### config.mk
export PLATFORM = sky130hd
export DESIGN_NAME = sdram_avalon_bridge
export DESIGN_NICKNAME = d
export VERILOG_FILES = /design/src/rtl/sdram_avalon_bridge_pkg.sv /design/src/rtl/sdram_avalon_bridge.sv
export SDC_FILE = /design/constraint.sdc
export NUM_CORES = 1
export LEC_CHECK = 0
export BUFFER_PORTS_ARGS = -buffer_cell sky130_fd_sc_hd__clkbuf_2
export CAP_MARGIN = 10
export CORE_MARGIN = 10
export CORE_UTILIZATION = 39
export CTS_CLUSTER_SIZE = 16
export DETAILED_ROUTE_END_ITERATION = 10
export GPL_TIMING_DRIVEN = 1
export PLACE_DENSITY = 0.71
export SLEW_MARGIN = 20
export SYNTH_ARGS = -nofsm -noshare
export SYNTH_HDL_FRONTEND = slang
export SYNTH_SLANG_ARGS = --single-unit
### constraint.sdc
create_clock -name sdram_clk -period 6.5 [get_ports sdram_clk]
set_input_delay 1.3 -clock sdram_clk [delete_from_list [all_inputs] [get_ports sdram_clk]]
set_output_delay 1.3 -clock sdram_clk [all_outputs]
set_load 0.03 [all_outputs]
### src/rtl/sdram_avalon_bridge_pkg.sv
// Shared definitions for the SDRAM arbiter to Avalon-MM bridge.
package sdram_avalon_bridge_pkg;

  typedef enum logic [2:0] {
    IDLE    = 3'd0,
    RD_REQ  = 3'd1,
    RD_DATA = 3'd2,
    WR_REQ  = 3'd3,
    WR_ACK  = 3'd4,
    GUARD   = 3'd5
  } state_e;

  localparam int unsigned WORD_BYTES = 4;

endpackage

### src/rtl/sdram_avalon_bridge.sv
// Bridges one arbiter access (single-word write or aligned linear read burst)
// onto an Avalon-MM master port and returns one ack per completed word.
//
// state   | meaning
// --------+--------------------------------------------------------------
// IDLE    | waiting for acc_i; the only state in which idle_o is high
// RD_REQ  | read burst command on the bus until waitrequest drops
// RD_DATA | collecting remaining read beats
// WR_REQ  | single-word write command on the bus until waitrequest drops
// WR_ACK  | one-cycle write acknowledge
// GUARD   | one dead cycle so the requester can drop acc_i
module sdram_avalon_bridge
  import sdram_avalon_bridge_pkg::*;
#(
  parameter int MAX_BUF_WIDTH = 8,
  parameter int BURST_W       = 9
) (
  input  logic               sdram_clk,
  input  logic               sdram_rst,
  input  logic               acc_i,
  input  logic               we_i,
  input  logic [31:0]        adr_i,
  input  logic [31:0]        dat_i,
  input  logic [3:0]         sel_i,
  input  logic [3:0]         buf_width_i,
  output logic               ack_o,
  output logic [31:0]        adr_o,
  output logic [31:0]        dat_o,
  output logic               idle_o,
  output logic [31:0]        avm_address,
  output logic               avm_read,
  output logic               avm_write,
  output logic [BURST_W-1:0] avm_burstcount,
  output logic [3:0]         avm_byteenable,
  output logic [31:0]        avm_writedata,
  input  logic               avm_waitrequest,
  input  logic [31:0]        avm_readdata,
  input  logic               avm_readdatavalid
);

  // Beat index must reach 2^MAX_BUF_WIDTH after the last beat.
  localparam int          BEAT_W = MAX_BUF_WIDTH + 1;
  localparam logic [3:0]  MAX_BW = 4'(MAX_BUF_WIDTH);
  localparam logic [BURST_W-1:0] ONE_WORD = {{(BURST_W-1){1'b0}}, 1'b1};
  localparam logic [31:0] WORD_SHIFT = 32'($clog2(WORD_BYTES));

  state_e             state_q, state_d;
  logic [31:0]        addr_q, addr_d;
  logic [BURST_W-1:0] count_q, count_d;
  logic [BEAT_W-1:0]  beat_q, beat_d;
  logic [31:0]        wdat_q, wdat_d;
  logic [3:0]         wsel_q, wsel_d;
  logic               ack_q, ack_d;
  logic [31:0]        adr_o_q, adr_o_d;
  logic [31:0]        dat_o_q, dat_o_d;

  logic [3:0]         bw_clamp;
  logic [31:0]        rd_mask;
  logic               last_beat;

  // Clamp the requested burst size and build the alignment mask for it.
  always_comb begin
    bw_clamp = (buf_width_i > MAX_BW) ? MAX_BW : buf_width_i;
    rd_mask  = 32'hFFFF_FFFF << ({1'b0, bw_clamp} + 5'd2);
  end

  assign last_beat = (BURST_W'(beat_q) == (count_q - ONE_WORD));

  // Next-state and datapath updates; acks are registered one cycle after their beat.
  always_comb begin
    state_d = state_q;
    addr_d  = addr_q;
    count_d = count_q;
    beat_d  = beat_q;
    wdat_d  = wdat_q;
    wsel_d  = wsel_q;
    ack_d   = 1'b0;
    adr_o_d = adr_o_q;
    dat_o_d = dat_o_q;

    case (state_q)
      IDLE: begin
        if (acc_i) begin
          if (we_i) begin
            addr_d  = {adr_i[31:2], 2'b00};
            wdat_d  = dat_i;
            wsel_d  = sel_i;
            count_d = ONE_WORD;
            state_d = WR_REQ;
          end else begin
            addr_d  = adr_i & rd_mask;
            count_d = ONE_WORD << bw_clamp;
            beat_d  = '0;
            state_d = RD_REQ;
          end
        end
      end
      RD_REQ, RD_DATA: begin
        if (state_q == RD_REQ && !avm_waitrequest) begin
          state_d = RD_DATA;
        end
        // Data may arrive while the command is still being issued.
        if (avm_readdatavalid) begin
          ack_d   = 1'b1;
          dat_o_d = avm_readdata;
          adr_o_d = addr_q + (32'(beat_q) << WORD_SHIFT);
          beat_d  = beat_q + 1'b1;
          if (last_beat) begin
            state_d = GUARD;
          end
        end
      end
      WR_REQ: begin
        if (!avm_waitrequest) begin
          ack_d   = 1'b1;
          adr_o_d = addr_q;
          state_d = WR_ACK;
        end
      end
      WR_ACK:  state_d = GUARD;
      GUARD:   state_d = IDLE;
      default: state_d = IDLE;
    endcase
  end

  // Register update with synchronous reset; reset abandons any access in flight.
  always_ff @(posedge sdram_clk) begin
    if (sdram_rst) begin
      state_q <= IDLE;
      addr_q  <= '0;
      count_q <= '0;
      beat_q  <= '0;
      wdat_q  <= '0;
      wsel_q  <= '0;
      ack_q   <= 1'b0;
      adr_o_q <= '0;
      dat_o_q <= '0;
    end else begin
      state_q <= state_d;
      addr_q  <= addr_d;
      count_q <= count_d;
      beat_q  <= beat_d;
      wdat_q  <= wdat_d;
      wsel_q  <= wsel_d;
      ack_q   <= ack_d;
      adr_o_q <= adr_o_d;
      dat_o_q <= dat_o_d;
    end
  end

  // Bus commands are pure decodes of the state register.
  always_comb begin
    avm_read       = (state_q == RD_REQ);
    avm_write      = (state_q == WR_REQ);
    avm_burstcount = '0;
    if (state_q == RD_REQ) begin
      avm_burstcount = count_q;
    end else if (state_q == WR_REQ) begin
      avm_burstcount = ONE_WORD;
    end
  end

  assign idle_o         = (state_q == IDLE);
  assign avm_address    = addr_q;
  assign avm_writedata  = wdat_q;
  assign avm_byteenable = wsel_q;
  assign ack_o          = ack_q;
  assign adr_o          = adr_o_q;
  assign dat_o          = dat_o_q;

endmodule

==> results.py <==
metrics = {
    "floorplan": {
        "start_util_pct": 39.6,
        "core-area_sq_mm": 0.0180,
        "fp-row-count": 49,
        "die_width_um": 155,
        "die_h_um": 155,
        "ios": 255,
        "dieArea_sq_mm": 0.0240,
    },
    "global_routing": {
        "grt_max_degree": 83,
        "grt_pass1_wl_um": 36600,
        "grtUsageTotal_pct": 18.5,
        "overflow": 0,
        "antenna_found_initial": 0,
        "grt_pass1_vias": 6814,
    },
    "logic_synthesis": {
        "ys_top_cells_by_area": "dfxtp_1 (43%), nand2_1 (12%), a21oi_1 (8.3%), nor2_1 (3.4%), xor2_1 (3.2%)",
        "seq_area_frac_synth_pct": 43.4,
        "yosys_warnings": 0,
        "syn_area_sq_mm": 0.00711,
        "synth_nets": 1024,
        "yosys_register_bits": 154,
        "async_reset_ff_share_pct": 0,
        "synth_top_area_cell": "dfxtp_1",
        "avgSynthCellArea_sq_um": 7.91,
        "synth_top_cell_area_share_pct": 43.4,
        "ys.flop_type": "dfxtp_1",
        "synth_edf_count": 0,
        "synthCells": 899,
        "synth_cell_types": 64,
    },
    "power": {
        "p_per_area_mw_per_mm2": 326,
        "intPower_mw": 1.91,
        "seq_power_share_pct": 38.5,
        "p_leak_nw": 3.91,
        "clock_power_share_pct": 35.2,
        "switchingPower_mw": 1.05,
        "pwr-share-comb_pct": 26.3,
        "vdd_drop_max_mv": 0.203,
        "switching_share_pct": 35.4,
    },
    "outcome": {
        "status": "completed",
    },
    "layout": {
        "syn_to_final_growth_pct": 27.9,
        "fin_util_pct": 50.6,
        "final_cell_mix": "clkbuf_2 (253), nand2_1 (224), dfxtp_1 (154), a21oi_1 (117), nor2_1 (64)",
        "final_net_count": 1243,
        "final_common_cell": "clkbuf_2",
        "drive_above_1_share_pct": 27.7,
    },
    "clock_network": {
        "ctsLongestPathBuffers": 2,
        "path_clk_slew_ns": 0.06,
        "clock_latency_ns": 0.42,
        "cts-resized-gates": 0,
        "cts_root_buf": "clkbuf_16",
        "numCtsBuffers": 17,
        "cts_sinks": 154,
        "hold_buffers": 0,
        "cts.htree.levels": 4,
        "post_cts_buffers": 0,
        "tritoncts": "yes",
    },
    "setup_path": {
        "cp_max_fo": 9,
        "start_kind": "flop",
        "cp_data_arrival_time_ns": 2.18,
        "reg2reg_slack_ns": 3.88,
        "end_kind": "output pin",
        "worst-setup-path-type": "reg -> out",
        "worstPathRequired_ns": 5.20,
    },
    "timing": {
        "rsz0062_at_grt": "no",
        "tightestPinTransition_ns": 0.886,
        "setup_tns_ns": 0,
        "hold_violations": 0,
        "max_slew_margin_pct": 40.9,
        "fin_crit_ns": 3.48,
        "clock_skew_ns": 0.0109,
        "setup_ws_ns": 3.02,
        "period_share_pct": 53.6,
        "setup_violations": 0,
        "fmax_ghz": 0.287,
        "slew_violations": 0,
    },
    "drt": {
        "num_vias": 7032,
        "viasPerCell": 5.17,
        "drc_errors": 0,
        "drt_iter0_markers": 459,
        "ant_nets": 0,
        "drt-total-wl_um": 23200,
        "dr.pass1.iters": 5,
        "wl_per_cell_um": 17.1,
    },
    "placement": {
        "numPortBuffers": 254,
        "post-place-ws_ns": 3.33,
        "place.gp.congestion": 0.827,
        "place.detailed.hpwl_um": 17100,
    },
    "min_path": {
        "hold_path_class": "reg -> reg",
    },
    "job": {
        "max_cap_viol_count": 0,
    },
}
## metal layers
| layer | GRT usage [%] | vias up | wire length, um |
|---|---|---|---|
| li1 | - | 3523 | - |
| met1 | 22.5 | 3219 | 9820 |
| met2 | 29.6 | 257 | 10900 |
| met3 | 6.59 | 33 | 2080 |
| met4 | 6.16 | 0 | 410 |
| met5 | 0 | - | 0 |
## cells in the mapped netlist, drive strengths merged (2+ instances only)
| cell type | instances |
|---|---|
| nor2b | 7 |
| nand3b | 2 |
| o31a | 4 |
| a31o | 2 |
| nor3 | 19 |
| dfxtp | 154 |
| o2111ai | 4 |
| a211oi | 21 |
| and2 | 13 |
| nor2 | 64 |
| a31oi | 5 |
| o211ai | 15 |
| ha | 14 |
| a21oi | 118 |
| and3 | 6 |
| nand4b | 4 |
| or2 | 5 |
| nand2b | 5 |
| nand4 | 19 |
| buf | 17 |
| xor2 | 27 |
| nor4 | 3 |
| nand2 | 226 |
| a21o | 5 |
| o21a | 5 |
| and4 | 2 |
| or3 | 5 |
| xnor2 | 15 |
| clkbuf | 44 |
| nand3 | 18 |
| o21ai | 10 |
| a311oi | 5 |
| inv | 17 |
## flip-flops by register name, summed over array words and instances (netlist names)
signal / cells
ack_o: 1
adr_o: 32
avm_address: 32
avm_byteenable: 4
avm_writedata: 32
beat_q: 9
count_q: 9
dat_o: 32
state_q: 3
## worst paths after layout
| kind | from | depth (start not counted) | endpoint |
|---|---|---|---|
| setup / recovery | state_q[0] | 4 | avm_burstcount[7] |
| hold / removal | adr_o[0] | 2 | adr_o[0] |
| setup reg to reg | beat_q[0] | 9 | adr_o[24] |
| hold reg to reg | adr_o[0] | 2 | adr_o[0] |
## kinds of logic (layout without fill, tap and decap cells)
logic type	Yosys count	after routing	share of synthesized area [%]
AND/OR/NAND/NOR	404	404	25.7
AO/OA/AOI/OAI	206	206	18.0
flip-flops	154	154	43.4
buffers and inverters	78	310	4.75
XOR/XNOR	42	42	5.44
adder cells (fa/ha/maj)	15	15	2.75
other	0	1	0
## critical path, cell delays in order (launching register included)
cell and delay (ns):
dfxtp_1 0.63, inv_1 0.22, nor2_1 0.48, and2_1 0.22
clkbuf_2 0.22
## power groups by stage
stage	sequential [mW]	clock [mW]	combinational, mW
2_1_floorplan	1.33	0	0.367
3_3_place_gp	1.16	0	0.775
3_5_place_dp	1.16	0	0.784
4_1_cts	1.14	1.06	0.787
5_1_grt	1.16	1.10	0.855
6_report	1.14	1.04	0.778
## per-stage QoR
stage | hold slack, ns | area, sq um | instances | total power, mW
finish | 0.454 | 9090 | 1361 | 2.96
global route | 0.468 | 9090 | 1360 | 3.11
CTS | 0.455 | 9090 | 1360 | 2.99
detailed placement | 0.446 | 8470 | 1328 | 1.94
global placement | 0.441 | 8460 | 1328 | 1.93
floorplan | 0.445 | 7110 | 899 | 1.70
## cell type report
cell class                      instances  area (sq um)
Antenna cell                            1          2.50
Clock buffer                           20           457
Clock inverter                         12           164
Fill cell                            1740          8870
Inverter                               17          63.8
Multi-Input combinational cell        667          3710
Sequential cell                       154          3080
Tap cell                              229           287
Timing Repair Buffer                  261          1330
Power figures use the tool's default switching activity.
